==> src/rtl/ibex_pkg.sv <==
// rtl/ibex_pkg.sv - shared types for the IF->ID skid stage
package ibex_pkg;

    localparam logic [1:0] OPCODE_C_MASK = 2'b11;

    typedef struct packed {
        logic [31:0] instr;
        logic [31:0] pc;
        logic        is_c;
        logic        err;
        logic        err_plus2;
    } if_id_entry_t;

    typedef enum logic [1:0] {
        SKID_EMPTY = 2'd0,
        SKID_ONE   = 2'd1,
        SKID_FULL  = 2'd2
    } skid_state_e;

endpackage

==> src/rtl/ibex_if_id_skid.sv <==
// rtl/ibex_if_id_skid.sv - IF->ID register stage with 2-entry skid buffer
module ibex_if_id_skid
    import ibex_pkg::*;
#(
    parameter logic ResetAll  = 1'b0,
    parameter int   StallCntW = 16
) (
    input  logic                 clk_i,
    input  logic                 rst_ni,
    input  logic                 fetch_valid_i,
    output logic                 fetch_ready_o,
    input  logic [31:0]          fetch_rdata_i,
    input  logic [31:0]          fetch_addr_i,
    input  logic                 fetch_err_i,
    input  logic                 fetch_err_plus2_i,
    input  logic                 flush_i,
    input  logic                 halt_i,
    output logic                 id_valid_o,
    input  logic                 id_ready_i,
    output logic [31:0]          id_instr_o,
    output logic [31:0]          id_pc_o,
    output logic                 id_is_compressed_o,
    output logic                 id_fetch_err_o,
    output logic                 id_fetch_err_plus2_o,
    output logic [StallCntW-1:0] stall_cnt_o,
    input  logic                 stall_cnt_clr_i
);

    localparam logic [StallCntW-1:0] CntMax = {StallCntW{1'b1}};

    // A compressed instr cannot own an error that lies only in the upper half.
    function automatic if_id_entry_t format_entry(input logic [31:0] rdata,
                                                  input logic [31:0] addr,
                                                  input logic        err,
                                                  input logic        err_plus2);
        if_id_entry_t e;
        e.is_c      = (rdata[1:0] != OPCODE_C_MASK);
        e.instr     = e.is_c ? {16'h0000, rdata[15:0]} : rdata;
        e.pc        = addr;
        e.err       = err & ~(e.is_c & err_plus2);
        e.err_plus2 = err_plus2 & ~e.is_c & err;
        return e;
    endfunction

    skid_state_e  state_q, state_d;
    if_id_entry_t main_q, main_d, skid_q, skid_d, fetch_entry;
    logic         in_hs, out_hs, load_main, load_skid, shift_skid;
    logic [StallCntW-1:0] stall_cnt_q;

    assign fetch_entry = format_entry(fetch_rdata_i, fetch_addr_i, fetch_err_i, fetch_err_plus2_i);
    assign in_hs       = fetch_valid_i & fetch_ready_o;
    assign out_hs      = id_valid_o & id_ready_i;

    always_ff @(posedge clk_i or negedge rst_ni) begin
        if (!rst_ni) begin
            state_q <= SKID_EMPTY;
        end else begin
            state_q <= state_d;
        end
    end

    always_comb begin
        state_d = state_q;
        if (flush_i) begin
            state_d = SKID_EMPTY;
        end else begin
            case (state_q)
                SKID_EMPTY: if (in_hs) state_d = SKID_ONE;
                SKID_ONE: begin
                    if (in_hs && !out_hs)      state_d = SKID_FULL;
                    else if (!in_hs && out_hs) state_d = SKID_EMPTY;
                end
                SKID_FULL: if (out_hs) state_d = SKID_ONE;
                default:   state_d = SKID_EMPTY;
            endcase
        end
    end

    // Ready comes from registered state only, so ID ready never reaches IF combinationally.
    always_comb begin
        fetch_ready_o = (state_q != SKID_FULL) & ~halt_i;
        id_valid_o    = (state_q != SKID_EMPTY);
        load_main     = 1'b0;
        load_skid     = 1'b0;
        shift_skid    = 1'b0;
        if (!flush_i) begin
            load_main  = in_hs & ((state_q == SKID_EMPTY) | ((state_q == SKID_ONE) & out_hs));
            load_skid  = in_hs & (state_q == SKID_ONE) & ~out_hs;
            shift_skid = out_hs & (state_q == SKID_FULL);
        end
    end

    always_comb begin
        main_d = main_q;
        skid_d = skid_q;
        if (load_main) begin
            main_d = fetch_entry;
        end else if (shift_skid) begin
            main_d = skid_q;
        end
        if (load_skid) begin
            skid_d = fetch_entry;
        end
    end

    if (ResetAll) begin : g_dp_reset
        always_ff @(posedge clk_i or negedge rst_ni) begin
            if (!rst_ni) begin
                main_q <= '0;
                skid_q <= '0;
            end else begin
                main_q <= main_d;
                skid_q <= skid_d;
            end
        end
    end else begin : g_dp_noreset
        always_ff @(posedge clk_i) begin
            main_q <= main_d;
            skid_q <= skid_d;
        end
    end

    always_ff @(posedge clk_i or negedge rst_ni) begin
        if (!rst_ni) begin
            stall_cnt_q <= '0;
        end else if (stall_cnt_clr_i) begin
            stall_cnt_q <= '0;
        end else if (id_valid_o && !id_ready_i && (stall_cnt_q != CntMax)) begin
            stall_cnt_q <= stall_cnt_q + 1'b1;
        end
    end

    assign id_instr_o           = main_q.instr;
    assign id_pc_o              = main_q.pc;
    assign id_is_compressed_o   = main_q.is_c;
    assign id_fetch_err_o       = main_q.err;
    assign id_fetch_err_plus2_o = main_q.err_plus2;
    assign stall_cnt_o          = stall_cnt_q;

    a_no_accept_when_full: assert property (@(posedge clk_i) disable iff (!rst_ni)
        !((state_q == SKID_FULL) && in_hs));

    a_id_stable_on_stall: assert property (@(posedge clk_i) disable iff (!rst_ni)
        (id_valid_o && !id_ready_i && !flush_i) |=>
        (id_valid_o && $stable(id_instr_o) && $stable(id_pc_o) && $stable(id_is_compressed_o)
         && $stable(id_fetch_err_o) && $stable(id_fetch_err_plus2_o)));

endmodule

==> config.mk <==
export PLATFORM = sky130hd
export DESIGN_NAME = ibex_if_id_skid
export DESIGN_NICKNAME = d
export VERILOG_FILES = /design/src/rtl/ibex_pkg.sv /design/src/rtl/ibex_if_id_skid.sv
export SDC_FILE = /design/constraint.sdc
export NUM_CORES = 1
export LEC_CHECK = 0
export ABC_CLOCK_PERIOD_IN_PS = 10500
export CORE_AREA = 2 2 162 101
export DETAILED_ROUTE_END_ITERATION = 12
export DIE_AREA = 0 0 164 103
export PLACE_DENSITY_LB_ADDON = 0.1
export SYNTH_ARGS = -nofsm -noshare
export SYNTH_HDL_FRONTEND = slang
export SYNTH_SLANG_ARGS = --single-unit
==> constraint.sdc <==
create_clock -name clk_i -period 10.5 [get_ports clk_i]
set_input_delay 1.05 -clock clk_i [delete_from_list [all_inputs] [get_ports clk_i]]
set_output_delay 1.05 -clock clk_i [all_outputs]
set_load 0.02 [all_outputs]
==> run summary <==
Yosys attributes the largest share of cell area to edfxtp_1, mux2_2, dfrtp_1. After detailed placement, the design holds a cell count of 701. For the count of clock tree sinks, the log shows 152. For the pin with the worst max-slew slack, the measured transition is 1010 ps. STA puts the critical path data arrival time at 3600 ps. The tools report the floorplan die area as 16900 µm². Detailed placement ended at an HPWL of 7.89 mm. The first TritonRoute pass finished after 4 iterations. The final hold violation count was 0; the switching share of power was 20.5%. Proportion of synthesized flip-flops having asynchronous set or reset: 11.8%. Of the total power, combinational logic draws 6.3%. The tools report the via count of the first global-routing pass as 3656. The path class of the tightest hold or removal check is reg -> reg. At the end of routability-driven placement, the weighted congestion stood at 0.764. Timing would allow up to 280 MHz. Dividing the detail-routed wire length by the instance count gives 17.3 µm. Timing startpoint of the critical path: id_ready_i. The post-route non-filler standard cell count was 732; the power density over the cells was 166 nW/µm².

The die width is 164 µm, and the number of buffers inserted by post-CTS setup repair is 0. In this run, distinct cell masters in the synthesized netlist total 40. Summed over all layers, the global routing overflow is 0. After synthesis, the most frequently instantiated cells are edfxtp_1, mux2_2, dfrtp_1. The mean number of vias per cell works out to 4.95.

The worst register-to-register path has a setup slack of 7730 ps. The standby leakage power is 2.99 nW. A synthesized cell averages 17.4 µm².

The number of buffers between clock root and the deepest sink is 2. STA classifies the critical path endpoint as a flop. The H-tree was split into 4 levels. The maximum number of pins on one net before global-route repair is 70, and the sequential fraction of the synthesis area is 73.9%.

The tools report the number of standard cells after synthesis as 348. The count of instances resized after the clock tree is built is 0. Fraction of layout instances using a drive strength above 1: 18.9%. The first routing iteration left 314 violations.

The most common flop cell mapped by yosys was edfxtp_1. The largest clock skew in the final design was 10.0 ps; the final critical path time including I/O delays and setup was 3570 ps. Worst slew margin relative to its limit: 32.7%.

Setup violations remaining at the end of the flow were counted as 0. In this run the critical register-to-register path is launched from state_q[0]. The global routing usage summed across all routing layers was 15.3%; the cts-stage hold buffer count was 0. The Yosys step of the flow raised 0 warnings. For the number of nets in the layout, the log shows 585. The tools report the last element of the critical path as id_instr_o[16].

The run gives 1.12 mW as the internal power summed over all cells. Setup repair after global routing left no endpoint under its margin. Summed over its instances, the top area cell type makes up 66.4% of the synthesized netlist area. The first global-routing pass estimated 19.4 mm of wire. The run gives 0 as the number of pins exceeding their max-slew limit in the final report. Per report_power, the clock group accounts for 45.9% of the total.

The worst register-to-register path has a depth of 3. Synthesis inferred 152 register bits. The run gives 47.8% as the register share of total power. Registers take 4470 µm². The number of nets in the synthesized netlist is 422. TritonCTS built the clock tree. For this block, the routed nets add up to 12.7 mm of wire.

0 antenna diodes ended up in the layout. Summing all multi-input logic gate instances after layout gives 1500 µm². The tools report the category of the worst setup path launch point as a primary input.

The tool flagged a number of max-cap violations equal to 0. The library cell with the highest instance count after synthesis is edfxtp_1. Number of stages on the worst hold path: 1.

The number of antenna violations at the first check in global routing was 0; the boundary pin count was 158. The run gives 15600 µm² as the area of the core. The largest total area in the synthesized netlist belongs to edfxtp_1. Total via count after detailed routing: 3622. Measured along the y axis, the die boundary spans 103 µm. The run gives 17 as the CTS buffer count.

Final total power: 1.41 mW. For the worst-skew pair, the clock arrives at the later sink with an insertion delay of 410 ps. Type of the worst setup path: in -> reg.

For the post-layout utilization of the core, the log shows 54.2%. The run finished with clean final reports. Buffers placed on the I/O ports in this run total 157.

The worst path uses 34.0% of the clock period. Capture point of the worst reg-to-reg path: id_instr_o[16]. For this configuration, the core starts out at a cell density of 38.7%. Clock tree synthesis selected as its root buffer the cell clkbuf_16. Once detail routing completed, the nets flagged for antenna violations numbered 0. Highest fanout seen on the critical path: 69. STA puts the critical path data required time at 10530 ps.

The synthesis-to-layout area growth is 39.8%, and the worst IR drop on VDD is 0.0933 mV. The layout has 1280 filler cells. The number of flops mapped to enable cells by yosys was 134. After clock tree synthesis, the clock-pin slew on the worst setup and hold paths is 60 ps. The mapped netlist covers 6060 µm². For the final routed database, the setup TNS stands at 0 ps.

In the routed design, unresolved DRC markers number 0. The net switching power figure was 0.289 mW; the worst slack on hold paths was 536 ps. Number of placement rows: 36.
[flip-flops by register name, summed over array words and instances (netlist names)]
signal and count:
skid_q 67, id_instr_o 32, id_pc_o 32, stall_cnt_o 16, state_q 2, id_fetch_err_o 1, id_fetch_err_plus2_o 1, id_is_compressed_o 1
[area by class of cell]
class	instances	area share, %
tap	209	3.09
multi-input combinational	175	17.7
sequential	152	52.9
timing repair buffer	159	18.7
clock buffer	18	5.07
clock inverter	13	2.31
inverter	6	0.266
[cells in the final DEF, fill, tap and decap left out, drive strengths merged, types with 9 or more instances in the layout]
cell type      Yosys  layout
a21oi             15      15
or4               11      11
inv                6      10
dfrtp             18      18
clkbuf             5      18
mux2              68      68
nand2              9       9
clkdlybuf4s50      0     157
edfxtp           134     134
and3              17      17
o31ai              9       9
[per-layer routing]
metal	global-route usage, %	routed length (µm)	share of wire [%]	up-vias
met2	22.7	5570	44	108
met1	21.7	6290	50	1808
li1	-	-	-	1697
met5	0	0	0	-
met4	5.13	106	0.84	0
met3	4.22	723	5.7	9
[per-stage QoR]
stage                     worst slack, ps  cell area, µm²
after floorplan                      2190            6060
after global placement               6470            7840
after detailed placement             6420            7840
after CTS                            6840            8470
after global routing                 6720            8470
final                                6930            8470
[worst max-delay path, cell delays in order]
cell and delay (ps):
clkdlybuf4s50_1 530, nand2b_1 190, or4b_4 890, nand2_4 830
[how the worst min path moves through the flow]
stage | slack (ps) | from | endpoint
after floorplan | 500 | skid_q[2] | id_is_compressed_o
after global placement | 510 | skid_q[6] | id_pc_o[3]
after global routing | 550 | skid_q[0] | id_fetch_err_plus2_o
after CTS | 540 | skid_q[6] | id_pc_o[3]
final | 540 | skid_q[8] | id_pc_o[5]
after detailed placement | 520 | skid_q[0] | id_fetch_err_plus2_o
[logic make-up (layout without fill, tap and decap cells)]
family	count (synthesis)	in the layout	synth area share [%]
muxes	69	69	13.2
DFF	152	152	73.9
AOI/OAI and AO/OA	35	35	3.55
adders and majority gates	1	1	0.207
buffers and inverters	21	196	1.69
and+or+nand+nor	70	70	7.42
[power by group through the flow]
stage | clock network [mW] | registers (mW) | logic [mW]
floorplan | 0 | 0.694 | 0.0264
global placement | 0 | 0.684 | 0.0884
detailed placement | 0 | 0.684 | 0.0897
CTS | 0.662 | 0.672 | 0.0903
global route | 0.689 | 0.672 | 0.0956
finish | 0.646 | 0.672 | 0.0886
(Power assumes the default switching activity.)
